[src/rtl/hamming_tx_packer_if.sv]
// Handshake bundle between a byte source, the Hamming(15,11) packer and the
// downstream 15-bit codeword consumer. The packer itself uses the slave view.
interface hamming_tx_packer_if;
  logic        in_valid;
  logic        in_ready;
  logic [7:0]  in_data;
  logic        flush;
  logic [3:0]  err_pos;
  logic        out_valid;
  logic        out_ready;
  logic [14:0] out_code;
  logic [15:0] word_cnt;

  modport slave (
    input  in_valid, in_data, flush, err_pos, out_ready,
    output in_ready, out_valid, out_code, word_cnt
  );

  modport master (
    output in_valid, in_data, flush, err_pos, out_ready,
    input  in_ready, out_valid, out_code, word_cnt
  );
endinterface

[src/rtl/hamming_tx_packer.sv]
// Hamming(15,11) transmitter: packs bytes LSB-first into 11-bit words,
// encodes them and presents codewords on a registered valid/ready output.
//
// state | meaning
// FILL  | accepting bytes, emitting whenever 11 bits are available
// DRAIN | flush pending: no new bytes, emit full words then the padded tail
module hamming_tx_packer (
  input logic                clk,
  input logic                rst_n,
  hamming_tx_packer_if.slave bus
);

  typedef enum logic {FILL, DRAIN} state_t;

  state_t      state, state_nxt;
  logic [17:0] acc, acc_nxt;
  logic [4:0]  cnt, cnt_nxt;
  logic        in_rdy;
  logic        accept;
  logic        slot_free;
  logic        emit_norm;
  logic        emit_pad;
  logic        load;
  logic [11:1] d_word;
  logic [14:0] flip_mask;
  logic        out_valid_q;
  logic [14:0] out_code_q;
  logic [15:0] word_cnt_q;

  // Codeword bit k (1..15) sits at out_code[k-1]; parity bits at powers of two.
  function automatic logic [14:0] encode(input logic [11:1] d);
    logic p1, p2, p4, p8;
    p8 = ^d[11:5];
    p4 = (^d[11:8]) ^ (^d[4:2]);
    p2 = d[11] ^ d[10] ^ d[7] ^ d[6] ^ d[4] ^ d[3] ^ d[1];
    p1 = d[11] ^ d[9] ^ d[7] ^ d[5] ^ d[4] ^ d[2] ^ d[1];
    return {d[11:5], p8, d[4:2], p4, d[1], p2, p1};
  endfunction

  // in_ready depends on registers only, so no path from out_ready.
  assign in_rdy    = (cnt <= 5'd10) && (state == FILL);
  assign accept    = bus.in_valid && in_rdy;
  assign slot_free = !out_valid_q || bus.out_ready;
  assign emit_norm = (cnt >= 5'd11) && slot_free;
  assign emit_pad  = (state == DRAIN) && (cnt != 5'd0) && (cnt <= 5'd10) && slot_free;
  assign d_word    = acc[10:0];
  assign flip_mask = (bus.err_pos == 4'd0) ? 15'd0 : (15'd1 << (bus.err_pos - 4'd1));

  assign bus.in_ready  = in_rdy;
  assign bus.out_valid = out_valid_q;
  assign bus.out_code  = out_code_q;
  assign bus.word_cnt  = word_cnt_q;

  // Accumulator update: byte append, full-word pop or padded-tail pop.
  always_comb begin
    acc_nxt = acc;
    cnt_nxt = cnt;
    load    = 1'b0;
    if (accept) begin
      acc_nxt = acc | (18'(bus.in_data) << cnt);
      cnt_nxt = cnt + 5'd8;
    end else if (emit_norm) begin
      load    = 1'b1;
      acc_nxt = acc >> 11;
      cnt_nxt = cnt - 5'd11;
    end else if (emit_pad) begin
      // bits above cnt are already zero, so acc[10:0] is the padded word
      load    = 1'b1;
      acc_nxt = '0;
      cnt_nxt = 5'd0;
    end
  end

  // Flush sequencing; the flush decision looks at the post-accept bit count.
  always_comb begin
    state_nxt = state;
    case (state)
      FILL:  if (bus.flush && (cnt_nxt != 5'd0)) state_nxt = DRAIN;
      // cnt == 0 in DRAIN only if the last full word already left; nothing to pad
      DRAIN: if (emit_pad || (cnt == 5'd0)) state_nxt = FILL;
      default: state_nxt = FILL;
    endcase
  end

  // FSM state register.
  always_ff @(posedge clk or negedge rst_n) begin
    if (!rst_n) state <= FILL;
    else        state <= state_nxt;
  end

  // Accumulator and bit-count registers.
  always_ff @(posedge clk or negedge rst_n) begin
    if (!rst_n) begin
      acc <= '0;
      cnt <= '0;
    end else begin
      acc <= acc_nxt;
      cnt <= cnt_nxt;
    end
  end

  // Output register: load on emit, clear valid after a transfer, count transfers.
  always_ff @(posedge clk or negedge rst_n) begin
    if (!rst_n) begin
      out_valid_q <= 1'b0;
      out_code_q  <= '0;
      word_cnt_q  <= '0;
    end else begin
      if (load) begin
        out_valid_q <= 1'b1;
        out_code_q  <= encode(d_word) ^ flip_mask;
      end else if (bus.out_ready) begin
        out_valid_q <= 1'b0;
      end
      if (out_valid_q && bus.out_ready) word_cnt_q <= word_cnt_q + 16'd1;
    end
  end

endmodule
[src/flat_wrapper.sv]
// flat-port wrapper written by rule: the top's interface ports become plain ports
module hamming_tx_packer_flat 
  (clk, rst_n, bus_in_valid, bus_in_data, bus_flush, bus_err_pos, bus_out_ready, bus_in_ready, bus_out_valid, bus_out_code, bus_word_cnt);
  hamming_tx_packer_if bus_i ();
  input logic clk;
  input logic rst_n;
  input wire logic [$bits(bus_i.in_valid)-1:0] bus_in_valid;
  input wire logic [$bits(bus_i.in_data)-1:0] bus_in_data;
  input wire logic [$bits(bus_i.flush)-1:0] bus_flush;
  input wire logic [$bits(bus_i.err_pos)-1:0] bus_err_pos;
  input wire logic [$bits(bus_i.out_ready)-1:0] bus_out_ready;
  output wire logic [$bits(bus_i.in_ready)-1:0] bus_in_ready;
  output wire logic [$bits(bus_i.out_valid)-1:0] bus_out_valid;
  output wire logic [$bits(bus_i.out_code)-1:0] bus_out_code;
  output wire logic [$bits(bus_i.word_cnt)-1:0] bus_word_cnt;
  assign bus_i.in_valid = bus_in_valid;
  assign bus_i.in_data = bus_in_data;
  assign bus_i.flush = bus_flush;
  assign bus_i.err_pos = bus_err_pos;
  assign bus_i.out_ready = bus_out_ready;
  assign bus_in_ready = bus_i.in_ready;
  assign bus_out_valid = bus_i.out_valid;
  assign bus_out_code = bus_i.out_code;
  assign bus_word_cnt = bus_i.word_cnt;
  hamming_tx_packer u_core (.clk(clk), .rst_n(rst_n), .bus(bus_i));
endmodule
[config.mk]
export PLATFORM = sky130hd
export DESIGN_NAME = hamming_tx_packer_flat
export DESIGN_NICKNAME = d
export VERILOG_FILES = /design/src/rtl/hamming_tx_packer_if.sv /design/src/rtl/hamming_tx_packer.sv /design/src/flat_wrapper.sv
export SDC_FILE = /design/constraint.sdc
export NUM_CORES = 1
export LEC_CHECK = 0
export BUFFER_PORTS_ARGS = -buffer_cell sky130_fd_sc_hd__buf_2
export CAP_MARGIN = 20
export CORE_ASPECT_RATIO = 1.2
export CORE_MARGIN = 3
export CORE_UTILIZATION = 50
export CTS_CLUSTER_DIAMETER = 50
export DETAILED_ROUTE_END_ITERATION = 6
export PLACE_DENSITY = 0.74
export SLEW_MARGIN = 25
export SYNTH_ARGS = -nofsm -noshare
export SYNTH_HDL_FRONTEND = slang
export SYNTH_SLANG_ARGS = --single-unit
[constraint.sdc]
create_clock -name clk -period 2.75 [get_ports clk]
set_input_delay 0.275 -clock clk [delete_from_list [all_inputs] [get_ports clk]]
set_output_delay 0.275 -clock clk [all_outputs]
set_load 0.1 [all_outputs]
# Word level (Yosys, flattened, before mapping)
# Cells that the tools add are included.
# word_totals
regBits	56
inputBits	17
out_inout_bits	33
# op_classes
n_reduce_logical	20
n_bitwise	16
n_shift	2
addsub	4
magnitude_cmp	2
n_mux	15
# ops
cell	n
18-bit 2-to-1 mux	3
18-bit OR	1
8-bit by 5-bit << shifter with 18-bit output	1
16-bit by 1-bit adder with 16-bit output (second input constant)	1
15-bit 2-to-1 mux	1
5-bit 2-to-1 mux	3
1-bit by 4-bit << shifter with 15-bit output (first input constant)	1
15-bit XOR	1
1-bit XOR	13
5-bit nonzero test	2
1-bit logical AND	8
1-bit 2-to-1 mux	7
7-bit XOR reduction	1
5-bit by 4-bit adder with 5-bit output (second input constant)	1
5-bit by 4-bit >= comparator with 1-bit output (second input constant)	1
5-bit by 4-bit less-or-equal comparator with 1-bit output (second input constant)	1
5-bit logical NOT	1
5-bit by 4-bit subtractor with 5-bit output (second input constant)	1
4-bit logical NOT	1
4-bit XOR reduction	1
4-bit by 1-bit subtractor with 4-bit output (second input constant)	1
3-bit nonzero test	1
3-bit XOR reduction	1
1-bit logical OR	2
4 further kinds	4

# Logic depth before layout (Yosys ltp)
# Gate-level depths: netlist (run 1).
# depth
word_depth	11
depth_mapped	12
mapped_depth_nobuf	8

# Worst setup path before layout (run 1)
# Ideal clock, no wire load.
# synth_path
path_kind	register to output
startpoint	register u_core.cnt[0]
endpoint	output bus_in_ready
required_ns	2.475
path_buffers	2
arrival_ns	2.664
setup_slack_ns	-0.189
path_stages_with_launch	8
cell_sequence	dfrtp_1 clkbuf_1 clkbuf_1 inv_1 ha_1 nand2_1 a31o_2 nor2_1
# synth_between
elab_chain_cells	2
# synth_lines
item	line_no	rtl
from (decl)	hamming_tx_packer.sv:17	logic [4:0] cnt, cnt_nxt;
from (signal assigned)	hamming_tx_packer.sv:98	cnt <= cnt_nxt;
5-bit by 4-bit less-or-equal comparator with 1-bit output	hamming_tx_packer.sv:41	assign in_rdy = (cnt <= 5'd10) && (state == FILL);
1-bit logical AND	hamming_tx_packer.sv:41	
to (decl)	flat_wrapper.sv:12	output wire logic [$bits(bus_i.in_ready)-1:0] bus_in_ready;
# Every way passes these cells.

# Worst setup path in the final report (run 1)
# layout_path
startpoint	register u_core.cnt[4]
endpoint	register u_core.cnt[2]
# layout_between
elab_chain_cells	7
word_cells_on_any_way	12
# layout_lines
item	line_no	rtl
parallel branches: the longest is 6 deep, another holds 5-bit by 4-bit less-or-equal comparator with 1-bit output	-	
5-bit 2-to-1 mux (*)	hamming_tx_packer.sv:59	if (accept) begin
net u_core.cnt_nxt[2]	hamming_tx_packer.sv:17	
# Mark *: on every way through the listed nets, which the timed path passes.
# A chain may end at the register's enable or synchronous reset.

==> metrics.md, run 1 <==
| Metric | Value |
|---|---|
| Worst slew margin | 0.534 |
| Register area share after synthesis | 0.438 |
| Die Span Y | 93.7 µm |
| Die area | 7410 µm² |
| Synth Area in XOR/XNOR | 0.134 |
| Worst path buffer plus inverter count | 1 |
| Pin count of the biggest net entering global routing | 57 |
| Max-Cap Viols | 0 |
| CP dominant cell by count | nand2_1 |
| Worst Hold Class | primary input to asynchronous set/reset pin |
| Initial antenna violation count | 0 |
| Post-Syn Instances | 340 |
| Fmax | 407 MHz |
| Final hold vios | 0 |
| DP HPWL | just over 5000 µm |
| CTS sink count | 56 |
| Total congestion overflow | 0 |
| GP Congestion | between 0.8 and 0.9 |
| Worst-path maximum fanout | 10 |
| Reg-to-reg critical path endpoint | u_core.cnt[2]$_DFF_PN0_ |
| FFs w/ async S/R, synth | 1.00 |
| Top Ports | 50 |
| Antenna viol nets, final | 0 |
| Final TNS setup | 0 ns |
| Slowest CP cell | or3_1 |
| Commonest non-fill, non-tap cell in the layout | dfrtp_1 |
| Crit end category | flip-flop |
| Worst-Margin Slew | 0.699 ns |
| M2 GR Usage | 0.342 |
| Post-Synth Adder-Cell Area | 0.0195 |
| Max-slew violation count | 0 |
| Total CTS buffers | 5 |
| Worst reg-to-reg path cell count | 8 |
| Final setup vio count | 0 |
| H-tree levels | 2 |
| Most frequent cells in the layout | dfrtp_1 (56), nand2_1 (49), buf_2 (49) |
| Synth warnings | 0 |
| Met1 Usage GRT | 0.244 |
| Reg2reg start | u_core.cnt[4]$_DFF_PN0_ |
| GR peak layer | met2 |
| Core box area | 6130 µm² |
| Critical path launch point type | flip-flop |
| Synth Area in Compound Gates | 0.138 |
| WP data arrival | roughly 2.7 ns |
| Share of cells above drive strength 1 | 0.213 |
| Final worst-path cycle share | 0.894 |
| Count of different cell masters after synthesis | 50 |
| Final min period | 2.46 ns |
| RSZ-0062 raised after global routing | no |
| Vias in the first global route | 2521 |
| Setup Skew | 0.00880 ns |
| Syn Std Cell Area | 3200 µm² |
| Worst-Skew Late Latency | 0.31 ns |
| Vias per cell | around 5.5 |
| Hold buffer count at cts | 0 |
| ANT cells | 0 |
| Final nets | 411 |
| 1st-iter DRT viols | roughly 120 |
| Initial Util | 0.523 |
| Met3 usage in global routing | 0.0317 |
| Simple-Gate Fraction of Synth Area | 0.180 |
| CTS max path bufs | 2 |
| Largest stage delay, worst path | ~0.52 ns |
| Layout overhead on the synthesized area | 13.8% |
| Crit path kind | flip-flop to flip-flop |
| DR pass1 iterations | 4 |
| Clk slew on worst S/H paths | roughly 0.1 ns |
| IO buf count | around 50 |
| CTS tree | yes |
| Crit path max-delay family | simple AND/OR/NAND/NOR gates |
| Clock root buffer | clkbuf_8 |
| Status | completed |
| Flops & latches, synth | 56 |
| First-pass GRT wire length | 11600 µm |
| Die width | 79.1 µm |
| Top_reg_cell synth | dfrtp_1 |
| Via count | 2580 |
| Routed Wire Length | 6600 µm |
| Main combinational cell family by area after synthesis | simple AND/OR/NAND/NOR gates |
| Placement Rows | 31 |
| Total GRT Usage | 0.195 |
| Syn Nets | 362 |
| DRC errors left | 0 |
| Mux cell area share after synthesis | 0.0574 |
| Crit-path cells | inv_1 -> ha_1 -> a21o_1 -> a311oi_2 -> or3_1 -> nand2_1 -> nand2_1 -> a22o_1 |
| Drt wl/cell | 14.0 µm |
| Post-synthesis area per instance | roughly 9.4 µm² |
| R2R Setup Slk | 0.29 ns |
| Post-synth EDFFs | 0 |
| CP required | 2.96 ns |
-- per-stage QoR --
stage / utilization / std cells / hold slack (ns) / area [µm²] / setup WS (ns)
finish: 0.595 / 472 / 0.0705 / 3650 / 0.290
CTS: 0.594 / 472 / 0.105 / 3640 / 0.206
global placement: 0.578 / 464 / 0.445 / 3540 / 0.183
floorplan: - / 340 / -0.0206 / 3210 / 0.0607
detailed placement: 0.579 / 464 / 0.454 / 3550 / 0.242
global route: 0.595 / 472 / 0.130 / 3650 / 0.120
-- routing by layer --
| layer | part of all wire | vias to the layer above |
|---|---|---|
| met2 | 0.50 | 79 |
| li1 | - | 1280 |
| met4 | 0.017 | 0 |
| met5 | 0 | - |
| met1 | 0.44 | 1211 |
| met3 | 0.052 | 10 |
-- state kept, by name, indices dropped and copies added, names as in the netlist --
signal	flops
u_core.acc	18
u_core.bus.word_cnt	16
u_core.bus.out_code	15
u_core.cnt	5
u_core.bus.out_valid	1
u_core.state	1
-- layout make-up --
class,instances,area (µm²)
sequential,56,1400
multi-input combinational,261,1710
clock buffer,5,68.8
inverter,7,26.3
tap,82,103
clock inverter,3,23.8
timing repair buffer,58,313
fill,570,2480
-- worst max-delay path by stage --
stage                                         endpoint                     from  slack, ns  cells after the start
finish                         u_core.cnt[2]$_DFF_PN0_  u_core.cnt[4]$_DFF_PN0_       0.29                      8
CTS                 u_core.bus.out_code[0]$_DFFE_PN0P_  u_core.cnt[4]$_DFF_PN0_       0.21                      8
global placement                u_core.state$_DFF_PN0_  u_core.cnt[4]$_DFF_PN0_       0.18                      8
floorplan                   u_core.acc[10]$_DFFE_PN0P_  u_core.cnt[0]$_DFF_PN0_       0.06                     11
global route        u_core.bus.out_code[9]$_DFFE_PN0P_  u_core.cnt[4]$_DFF_PN0_       0.12                      9
detailed placement  u_core.bus.out_code[0]$_DFFE_PN0P_  u_core.cnt[4]$_DFF_PN0_       0.24                      8
-- repair_timing --
item	CTS	global route
endpoints found under the setup margin	0	9
endpoints found under the hold margin	0	0
buffers inserted	0	0
resized for setup	0	1
-- cell families (layout without fill, tap and decap cells) --
family                   after synthesis  after routing
AO/OA/AOI/OAI                         65             65
AND/OR/NAND/NOR                      127            127
multiplexers                          15             15
XOR/XNOR                              49             49
buffers and inverters                 23             73
adder cells (fa/ha/maj)                5              5
flip-flops                            56             56
-- synth_stat cells (2+ instances only) --
library cell	instances	share of area
and3_1	2	0.0039
nand2b_1	8	0.016
mux4_2	2	0.014
o21a_1	2	0.0047
a22o_1	6	0.016
a21oi_1	9	0.014
dfrtp_1	56	0.44
nand2_1	49	0.057
nor3_1	10	0.016
a311oi_1	2	0.0055
buf_2	6	0.0094
or2_2	2	0.0039
a31oi_1	3	0.0059
xor2_1	8	0.022
mux2i_1	6	0.019
nand4_1	5	0.0098
clkbuf_1	8	0.0094
and2_1	3	0.0059
a22oi_1	7	0.016
a21o_1	3	0.0070
inv_1	6	0.0070
o21ai_0	16	0.025
nand3_1	7	0.011
o21ai_1	4	0.0063
nor2_1	33	0.039
nor2b_1	3	0.0059
xnor2_1	41	0.11
ha_1	5	0.020
mux2_2	7	0.025
-- worst reg2reg max path, stage by stage, from the launching register on --
cell,delay [ns]
dfrtp_1,0.47
inv_1,0.09
ha_1,0.30
a21o_1,0.21
a311oi_2,0.07
or3_1,0.52
nand2_1,0.34
nand2_1,0.11
a22o_1,0.25
Power of run 1 is left out: the tool's default activity adds up to more than one toggle a clock period on the data nets, which glitch-free logic cannot reach.
==> inputs of run 2 (changes only) <==
--- a/config.mk
+++ b/config.mk
@@ -12,8 +12,8 @@
 export CORE_UTILIZATION = 50
 export CTS_CLUSTER_DIAMETER = 50
 export DETAILED_ROUTE_END_ITERATION = 6
+export GPL_TIMING_DRIVEN = 0
 export PLACE_DENSITY = 0.74
-export SLEW_MARGIN = 25
 export SYNTH_ARGS = -nofsm -noshare
 export SYNTH_HDL_FRONTEND = slang
 export SYNTH_SLANG_ARGS = --single-unit
==> run 2 against run 1 <==
  * The flow now finishes with violations (negative hold slack)
  * Final cell count is 1.3% higher
  * Global-route usage is 0.58 points higher
  * Fmax is 2.2% lower
==> metrics.md, run 2 (synthesized netlist as in run 1, its figures left out) <==
| Metric | Value |
|---|---|
| Status | finished, violations left |
| Failing checks | negative hold slack |
| Worst-Margin Slew | approximately 0.65 ns |
| Worst setup path endpoint | u_core.acc[0]$_DFFE_PN0P_ |
| Post-CTS Setup Repair Bufs | 0 |
| Total congestion overflow | 0 |
| H-tree levels | 2 |
| Crit path kind | flip-flop to flip-flop |
| DP HPWL | 5370 µm |
| Via count | approximately 2600 |
| Total GRT Usage | 0.201 |
| Antenna viol nets, final | 0 |
| WP data arrival | 2.76 ns |
| Commonest non-fill, non-tap cell in the layout | dfrtp_1 |
| Fmax | 398 MHz |
| Critical path launch point type | flip-flop |
| Reg-to-reg critical path endpoint | u_core.acc[0]$_DFFE_PN0P_ |
| Final setup vio count | 0 |
| Total CTS buffers | 5 |
| Clk slew on worst S/H paths | 0.10 ns |
| Core box area | 6130 µm² |
| CTS tree | yes |
| Vias per cell | ~5.5 |
| Max-slew violation count | 0 |
| Worst slew margin | 0.565 |
| Largest register FFs | 18 |
| Die area | between 7000 and 8000 µm² |
| Vias in the first global route | 2587 |
| DR pass1 iterations | 4 |
| Final hold vios | 28 |
| Setup Skew | 0.00469 ns |
| ANT cells | 0 |
| Max-Cap Viols | 0 |
| Share of cells above drive strength 1 | 0.215 |
| GP Congestion | around 0.87 |
| Final min period | approximately 2.5 ns |
| Pin count of the biggest net entering global routing | 30 |
| Fillers | 579 |
| Reg2reg start | u_core.cnt[4]$_DFF_PN0_ |
| Worst hold slack | -0.0129 ns |
| Worst Hold Class | primary input to asynchronous set/reset pin |
| R2R Setup Slk | 0.23 ns |
| Die Span Y | 93.7 µm |
| IO buf count | 49 |
| Final worst-path cycle share | 0.915 |
| Placement Rows | 31 |
| Layout overhead on the synthesized area | 15.0% |
| First-pass GRT wire length | 11800 µm |
| Most frequent cells in the layout | dfrtp_1 (56), buf_2 (55), nand2_1 (49) |
| CP required | 3.00 ns |
| Crit end category | flip-flop |
| Worst-Skew Late Latency | 0.30 ns |
| CTS max path bufs | 2 |
| CTS-repair resized insts | 1 |
| Worst Setup SP | u_core.cnt[4]$_DFF_PN0_ |
| 1st-iter DRT viols | 54 |
| Initial antenna violation count | 0 |
| Top Ports | 50 |
| Initial Util | 0.523 |
| Final TNS setup | 0 ns |
| RSZ-0062 raised after global routing | no |
| Worst reg-to-reg path cell count | 9 |
| Drt wl/cell | 14.4 µm |
| Clock root buffer | clkbuf_8 |
| Routed Wire Length | between 6000 and 7000 µm |
| DRC errors left | 0 |
| Fin util | 0.601 |
| Final nets | 417 |
| CTS sink count | between 50 and 60 |
| Top reg by flops | u_core.acc |
| Worst-path maximum fanout | 8 |
| Die width | slightly below 80 µm |
| Hold buffer count at cts | 0 |
[run 2: cell types whose count changed in the layout (fill, tap and decap cells not counted), sizes merged]
cell	before	now
clkinv	2	1
clkbuf	5	12
[run 2: worst min-delay path by stage]
stage | startpoint | end | cells after the start
6_report | rst_n | u_core.bus.word_cnt[7]$_DFFE_PN0P_ | 1
5_1_grt | rst_n | u_core.bus.word_cnt[7]$_DFFE_PN0P_ | 1
4_1_cts | rst_n | u_core.bus.out_valid$_DFFE_PN0P_ | 1
3_5_place_dp | rst_n | u_core.bus.word_cnt[9]$_DFFE_PN0P_ | 1
3_3_place_gp | u_core.bus.word_cnt[15]$_DFFE_PN0P_ | u_core.bus.word_cnt[15]$_DFFE_PN0P_ | 1
2_1_floorplan | rst_n | u_core.acc[0]$_DFFE_PN0P_ | 0
[run 2: metrics by stage]
stage	setup WS (ns)	instances	instance area (µm²)
2_1_floorplan	0.0607	340	3210
3_3_place_gp	-0.281	471	3550
3_5_place_dp	-0.334	472	3570
4_1_cts	0.0826	479	3670
5_1_grt	0.00390	478	3680
6_report	0.235	478	3680
[run 2: area by class of cell]
cell class	instances	area (µm²)	share of cell area
tap	82	103	0.0279
sequential	56	1400	0.381
buffer	14	76.3	0.0207
clock buffer	6	82.6	0.0224
multi-input combinational	261	1710	0.465
timing repair buffer	50	265	0.0720
clock inverter	2	15.0	0.00408
inverter	7	26.3	0.00714
[run 2: layer usage]
metal	global-route usage	routed length, µm	up-vias
li1	-	-	1287
met1	0.247	2990	1249
met4	0.0874	129	0
met3	0.0365	331	13
met2	0.345	3430	81
met5	0	0	-
[run 2: critical path, cell delays in order, from the launching register on]
cell	delay [ns]
dfrtp_1	0.34
buf_2	0.19
inv_1	0.06
ha_1	0.28
a21o_1	0.25
a31o_2	0.24
or2_2	0.34
nor3_1	0.45
a32oi_1	0.21
nand2_1	0.09
Power of run 2 is left out for the same reason.
